**src/rtl/pc_next_unit.sv**
```systemverilog
// Program-counter unit: owns the fetch PC and selects between PC+4 and
// N prioritised redirect channels. Optional statistics counters: PC_NEXT_STATS_EN.
module pc_next_unit #(
  parameter int unsigned      XLEN         = 32,
  parameter int unsigned      N_REDIR      = 3,
  parameter logic [XLEN-1:0]  RESET_VECTOR = '0
) (
  input  logic                    clk,
  input  logic                    rst,
  input  logic                    stall_i,
  input  logic                    fetch_ready_i,
  input  logic [N_REDIR-1:0]      redir_valid_i,
  input  logic [N_REDIR*XLEN-1:0] redir_target_i,
  output logic [XLEN-1:0]         pc_o,
  output logic                    pc_valid_o,
  output logic [XLEN-1:0]         pc_plus4_o,
  output logic                    redir_taken_o,
  output logic                    misalign_o,
`ifdef PC_NEXT_STATS_EN
  output logic [31:0]             stat_redir_o,
  output logic [31:0]             stat_stall_o,
`endif
  output logic [1:0]              state_o
);

  // Fetch handshake: pc_o is a request while pc_valid_o=1; it is accepted on
  // a cycle with pc_valid_o && fetch_ready_i, and pc_o holds until then.

  typedef enum logic [1:0] {
    BOOT = 2'd0,
    RUN  = 2'd1,
    PEND = 2'd2
  } state_t;

  state_t          state_q, state_d;
  logic [XLEN-1:0] pc_q, pc_d;
  logic [XLEN-1:0] pend_q, pend_d;
  logic            taken_q, taken_d;
  logic            any_redir;
  logic [XLEN-1:0] sel_raw;
  logic [XLEN-1:0] sel_target;

  // Scan from the top down so the lowest asserted index is written last.
  always_comb begin
    any_redir = 1'b0;
    sel_raw   = '0;
    for (int k = N_REDIR - 1; k >= 0; k--) begin
      if (redir_valid_i[k]) begin
        any_redir = 1'b1;
        sel_raw   = redir_target_i[k*XLEN +: XLEN];
      end
    end
  end

  assign sel_target = {sel_raw[XLEN-1:2], 2'b00};

  always_comb begin
    state_d = state_q;
    pc_d    = pc_q;
    pend_d  = pend_q;
    taken_d = 1'b0;
    case (state_q)
      BOOT: begin
        state_d = RUN;
        if (any_redir) begin
          pc_d    = sel_target;
          taken_d = 1'b1;
        end
      end
      RUN: begin
        if (any_redir && fetch_ready_i) begin
          pc_d    = sel_target;
          taken_d = 1'b1;
        end else if (any_redir) begin
          pend_d  = sel_target;
          state_d = PEND;
        end else if (fetch_ready_i && !stall_i) begin
          pc_d = pc_q + XLEN'(4);
        end
      end
      PEND: begin
        if (fetch_ready_i) begin
          pc_d    = any_redir ? sel_target : pend_q;
          taken_d = 1'b1;
          state_d = RUN;
        end else if (any_redir) begin
          pend_d = sel_target;
        end
      end
      default: state_d = BOOT;
    endcase
  end

  always_ff @(posedge clk or posedge rst) begin
    if (rst) begin
      state_q <= BOOT;
      pc_q    <= RESET_VECTOR;
      pend_q  <= '0;
      taken_q <= 1'b0;
    end else begin
      state_q <= state_d;
      pc_q    <= pc_d;
      pend_q  <= pend_d;
      taken_q <= taken_d;
    end
  end

  assign pc_o          = pc_q;
  assign pc_valid_o    = (state_q != BOOT);
  assign pc_plus4_o    = pc_q + XLEN'(4);
  assign redir_taken_o = taken_q;
  // Flag follows the raw target in the cycle it is sampled; forced low in reset.
  assign misalign_o    = any_redir && (sel_raw[1:0] != 2'b00) && !rst;
  assign state_o       = state_q;

`ifdef PC_NEXT_STATS_EN
  logic [31:0] stat_redir_q, stat_stall_q;

  always_ff @(posedge clk or posedge rst) begin
    if (rst) begin
      stat_redir_q <= '0;
      stat_stall_q <= '0;
    end else begin
      if (taken_d && stat_redir_q != 32'hFFFF_FFFF)
        stat_redir_q <= stat_redir_q + 32'd1;
      if (state_q == RUN && stall_i && !any_redir && stat_stall_q != 32'hFFFF_FFFF)
        stat_stall_q <= stat_stall_q + 32'd1;
    end
  end

  assign stat_redir_o = stat_redir_q;
  assign stat_stall_o = stat_stall_q;
`endif

endmodule

```
**config.mk**
```make
export PLATFORM = sky130hd
export DESIGN_NAME = pc_next_unit
export DESIGN_NICKNAME = d
export VERILOG_FILES = /design/src/rtl/pc_next_unit.sv
export SDC_FILE = /design/constraint.sdc
export NUM_CORES = 1
export LEC_CHECK = 0
export BUFFER_PORTS_ARGS = -buffer_cell sky130_fd_sc_hd__buf_2
export CAP_MARGIN = 20
export CORE_MARGIN = 8
export CORE_UTILIZATION = 51
export DETAILED_ROUTE_END_ITERATION = 6
export MAX_ROUTING_LAYER = met4
export PLACE_DENSITY_LB_ADDON = 0.12
export SYNTH_ARGS = -nofsm -noshare
export SYNTH_HDL_FRONTEND = slang
export SYNTH_SLANG_ARGS = --single-unit
```
**constraint.sdc**
```tcl
create_clock -name clk -period 2.7 [get_ports clk]
set_clock_uncertainty 0.05 [all_clocks]
set_input_delay 0.27 -clock clk [delete_from_list [all_inputs] [get_ports clk]]
set_output_delay 0.27 -clock clk [all_outputs]
set_load 0.01 [all_outputs]
```
==> impl_metrics.env <==
export IMPL_cts_buffers=9
export IMPL_clk_pin_slew_worst_paths_ns=0.08
export IMPL_cts_tree="built"
export IMPL_p_int_mw=3.41
export IMPL_n_antenna_cell=0
export IMPL_syn_nets=636
export IMPL_rr_endpoint="pc_o[22]"
export IMPL_drtIter0Drc=315
export IMPL_cts_root_buf="clkbuf_8"
export IMPL_die_y_microns=113
export IMPL_die_w_microns=113
export IMPL_fin_crit_sh_pct=95.8
export IMPL_grt_overflow=0
export IMPL_post_place_ws_ns=0.353
export IMPL_worstPathRequired_ns=2.38
export IMPL_drt_vias_per_instance=6.08
export IMPL_routed_wirelength_microns=15100
export IMPL_peakVddDrop_mv=0.582
export IMPL_dr_pass1_iters=5
export IMPL_setup_viol=0
export IMPL_grt_pass1_vias=4992
export IMPL_htreeDepth=3
export IMPL_cp_endpoint="pc_plus4_o[25]"
export IMPL_min_period_ns=2.59
export IMPL_synth_ff_type="dfrtp_1"
export IMPL_dieArea_sq_um=12700
export IMPL_synth_edff_count=0
export IMPL_cts_max_path_buffers=2
export IMPL_avgSynthCellArea_sq_um=9.01
export IMPL_core_region_area_sq_um=9150
export IMPL_p_per_area_nw_per_um2=1020
export IMPL_finalHoldViolCount=0
export IMPL_cp_arrival_ns=2.27
export IMPL_port_buffers=171
export IMPL_yosysWarnings=0
export IMPL_outcome="completed"
export IMPL_ff2ff_path_depth=8
export IMPL_finalMaxSlewViolations=0
export IMPL_clkLatencyLatePin_ns=0.35
export IMPL_grt_max_degree=46
export IMPL_p_clk_share_pct=15.6
export IMPL_clock_sinks=67
export IMPL_fmax_ghz=0.386
export IMPL_synth_cell_types=59
export IMPL_relSlewSlack_pct=54.7
export IMPL_ant_nets=0
export IMPL_fillCellCount=767
export IMPL_grt_pass1_wl_microns=24500
export IMPL_vias=4854
export IMPL_grt_usage_pct=24.5
export IMPL_synth_seq_cells=67
export IMPL_drive_gt1_share_pct=38.3
export IMPL_drc=0
export IMPL_syn_inst=528
export IMPL_hold_path_startpoint="redir_target_i[6]"
export IMPL_final_common_cell="buf_2"
export IMPL_path_class="reg2out"
export IMPL_ioPinCount=172
export IMPL_seqPwrFrac_pct=32.4
export IMPL_postLayoutCoreUtil_pct=65.0
export IMPL_startpoint_type="flop"
export IMPL_yosysSeqAreaShare_pct=35.2
export IMPL_netSwitchingFraction_pct=43.6
export IMPL_antenna_found_initial=0
export IMPL_final_nets=790
export IMPL_startpoint="pc_o[8]"
export IMPL_postLayoutSetupSlackWorst_ns=0.112
export IMPL_switchingPower_mw=2.64
export IMPL_async_flop_share_pct=100
export IMPL_r2r_setup_slack_ns=0.53
export IMPL_worst_path_max_fanout=6
export IMPL_avgRoutedWirePerCell_microns=18.9
export IMPL_place_congestion=0.900
export IMPL_area_growth_pct=25.1
export IMPL_share_comb_of_total_power_pct=51.9
export IMPL_hpwl_microns=11200
export IMPL_tightest_slew_ns=0.679
export IMPL_start_util_pct=52.0
export IMPL_r2r_start="state_o[0]"
export IMPL_drv_cap=0
export IMPL_p_leak_nw=2.83
export IMPL_hold_path_class="in2reg"
export IMPL_endpoint_kind="output port"
export IMPL_final_cell_mix="171 x buf_2, 61 x dfrtp_1, 49 x a21oi_1"
export IMPL_syn_area_sq_um=4760
export IMPL_min_path_cells=4
export IMPL_rows=35
==> flip-flops by register name, summed over array words and instances, names as in the netlist <==
| name | cells |
|---|---|
| pend_q | 32 |
| redir_taken_o | 1 |
| pc_o | 32 |
| state_o | 2 |
==> worst max-delay path, stage by stage (launching register included) <==
cell and delay [ns]:
dfrtp_1 0.45, nand4_1 0.12, buf_4 0.17, or4_4 0.57
nor4_4 0.30, xor2_1 0.16, buf_2 0.14
==> cell type report <==
| class | count | area, sq um | area share (%) |
|---|---|---|---|
| Multi-Input combinational cell | 391 | 2770 | 46.5 |
| Sequential cell | 67 | 1680 | 28.3 |
| Timing Repair Buffer | 194 | 1070 | 18.0 |
| Clock buffer | 12 | 145 | 2.44 |
| Tap cell | 111 | 139 | 2.33 |
| Clock inverter | 4 | 73.8 | 1.24 |
| Inverter | 19 | 71.3 | 1.20 |
==> layer usage <==
layer / GRT usage (%) / share of wire [%] / vias to the layer above
met1: 29.3 / 42 / 2362
met3: 4.72 / 6.7 / 22
met4: 8.99 / 1.9 / 0
met2: 40.3 / 50 / 201
li1: - / - / 2269
met5: - / 0 / -
==> kinds of logic after synthesis <==
logic type,synth area share (%)
adder cells (fa/ha/maj),1.31
flip-flops,35.2
buffers and inverters,7.07
multiplexers,7.52
AO/OA/AOI/OAI,26.8
AND/OR/NAND/NOR,16.9
XOR/XNOR,5.15
==> how the worst min path moves through the flow <==
| stage | to | slack (ns) |
|---|---|---|
| after global routing | pend_q[4] | 0.28 |
| after detailed placement | pc_o[1] | 0.36 |
| final | pend_q[6] | 0.25 |
| after CTS | pend_q[6] | 0.24 |
| after global placement | pc_o[0] | 0.36 |
| after floorplan | pend_q[1] | 0.41 |
==> synth_stat cells, types with 2 or more instances <==
cell type	number	share of area, %
a31oi_1	11	1.4
dfrtp_1	67	35
xnor2_1	16	2.9
and3_1	7	0.92
nor2_1	30	2.4
inv_1	19	1.5
a22o_1	13	2.4
mux2i_1	2	0.42
nand4_1	8	1.1
o21ai_1	6	0.63
a221oi_1	5	0.92
nor2b_1	19	2.5
a22oi_1	17	2.7
ha_1	5	1.3
a221o_1	2	0.42
a222oi_1	11	2.3
buf_6	3	0.71
a41oi_1	2	0.37
xor2_1	12	2.2
nor3_1	8	0.84
mux2_2	30	7.1
nand3_1	4	0.42
a21oi_1	49	5.2
nand3b_1	16	2.5
and4_1	3	0.55
o31a_1	3	0.55
o21ai_0	42	4.4
buf_4	8	1.3
buf_2	16	1.7
clkbuf_1	22	1.7
nand2_1	27	2.1
nor4_4	3	1.3
o31ai_1	2	0.32
o22ai_1	4	0.53
o2bb2ai_1	9	1.7
a21o_1	2	0.32
o21ai_2	2	0.37
or2_2	2	0.26
==> power groups by stage <==
| stage | combinational, mW | sequential, mW | clock (mW) |
|---|---|---|---|
| CTS | 3.15 | 1.94 | 0.955 |
| global placement | 3.07 | 1.92 | 0 |
| global route | 3.44 | 2.03 | 1.00 |
| floorplan | 2.11 | 1.90 | 0 |
| finish | 3.14 | 1.96 | 0.946 |
| detailed placement | 3.14 | 1.96 | 0 |
==> per-stage QoR <==
stage          instance area (sq um)  TNS [ns]  hold WS [ns]  instances  total power [mW]
6_report                        5950         0         0.248        798              6.05
5_1_grt                         5950  -0.00615         0.281        798              6.47
4_1_cts                         5910         0         0.243        796              6.04
3_5_place_dp                    5670         0         0.365        777              5.09
3_3_place_gp                    5670         0         0.356        777              4.98
2_1_floorplan                   4760         0         0.406        528              4.01
==> what timing repair did <==
action	CTS	global route
pin swaps	1	2
setup endpoints to repair	2	9
setup buffers	2	2
hold buffers	1	0
hold endpoints to repair	27	0
resized for setup	0	11
Note: power is estimated with default switching activity, not from simulation.
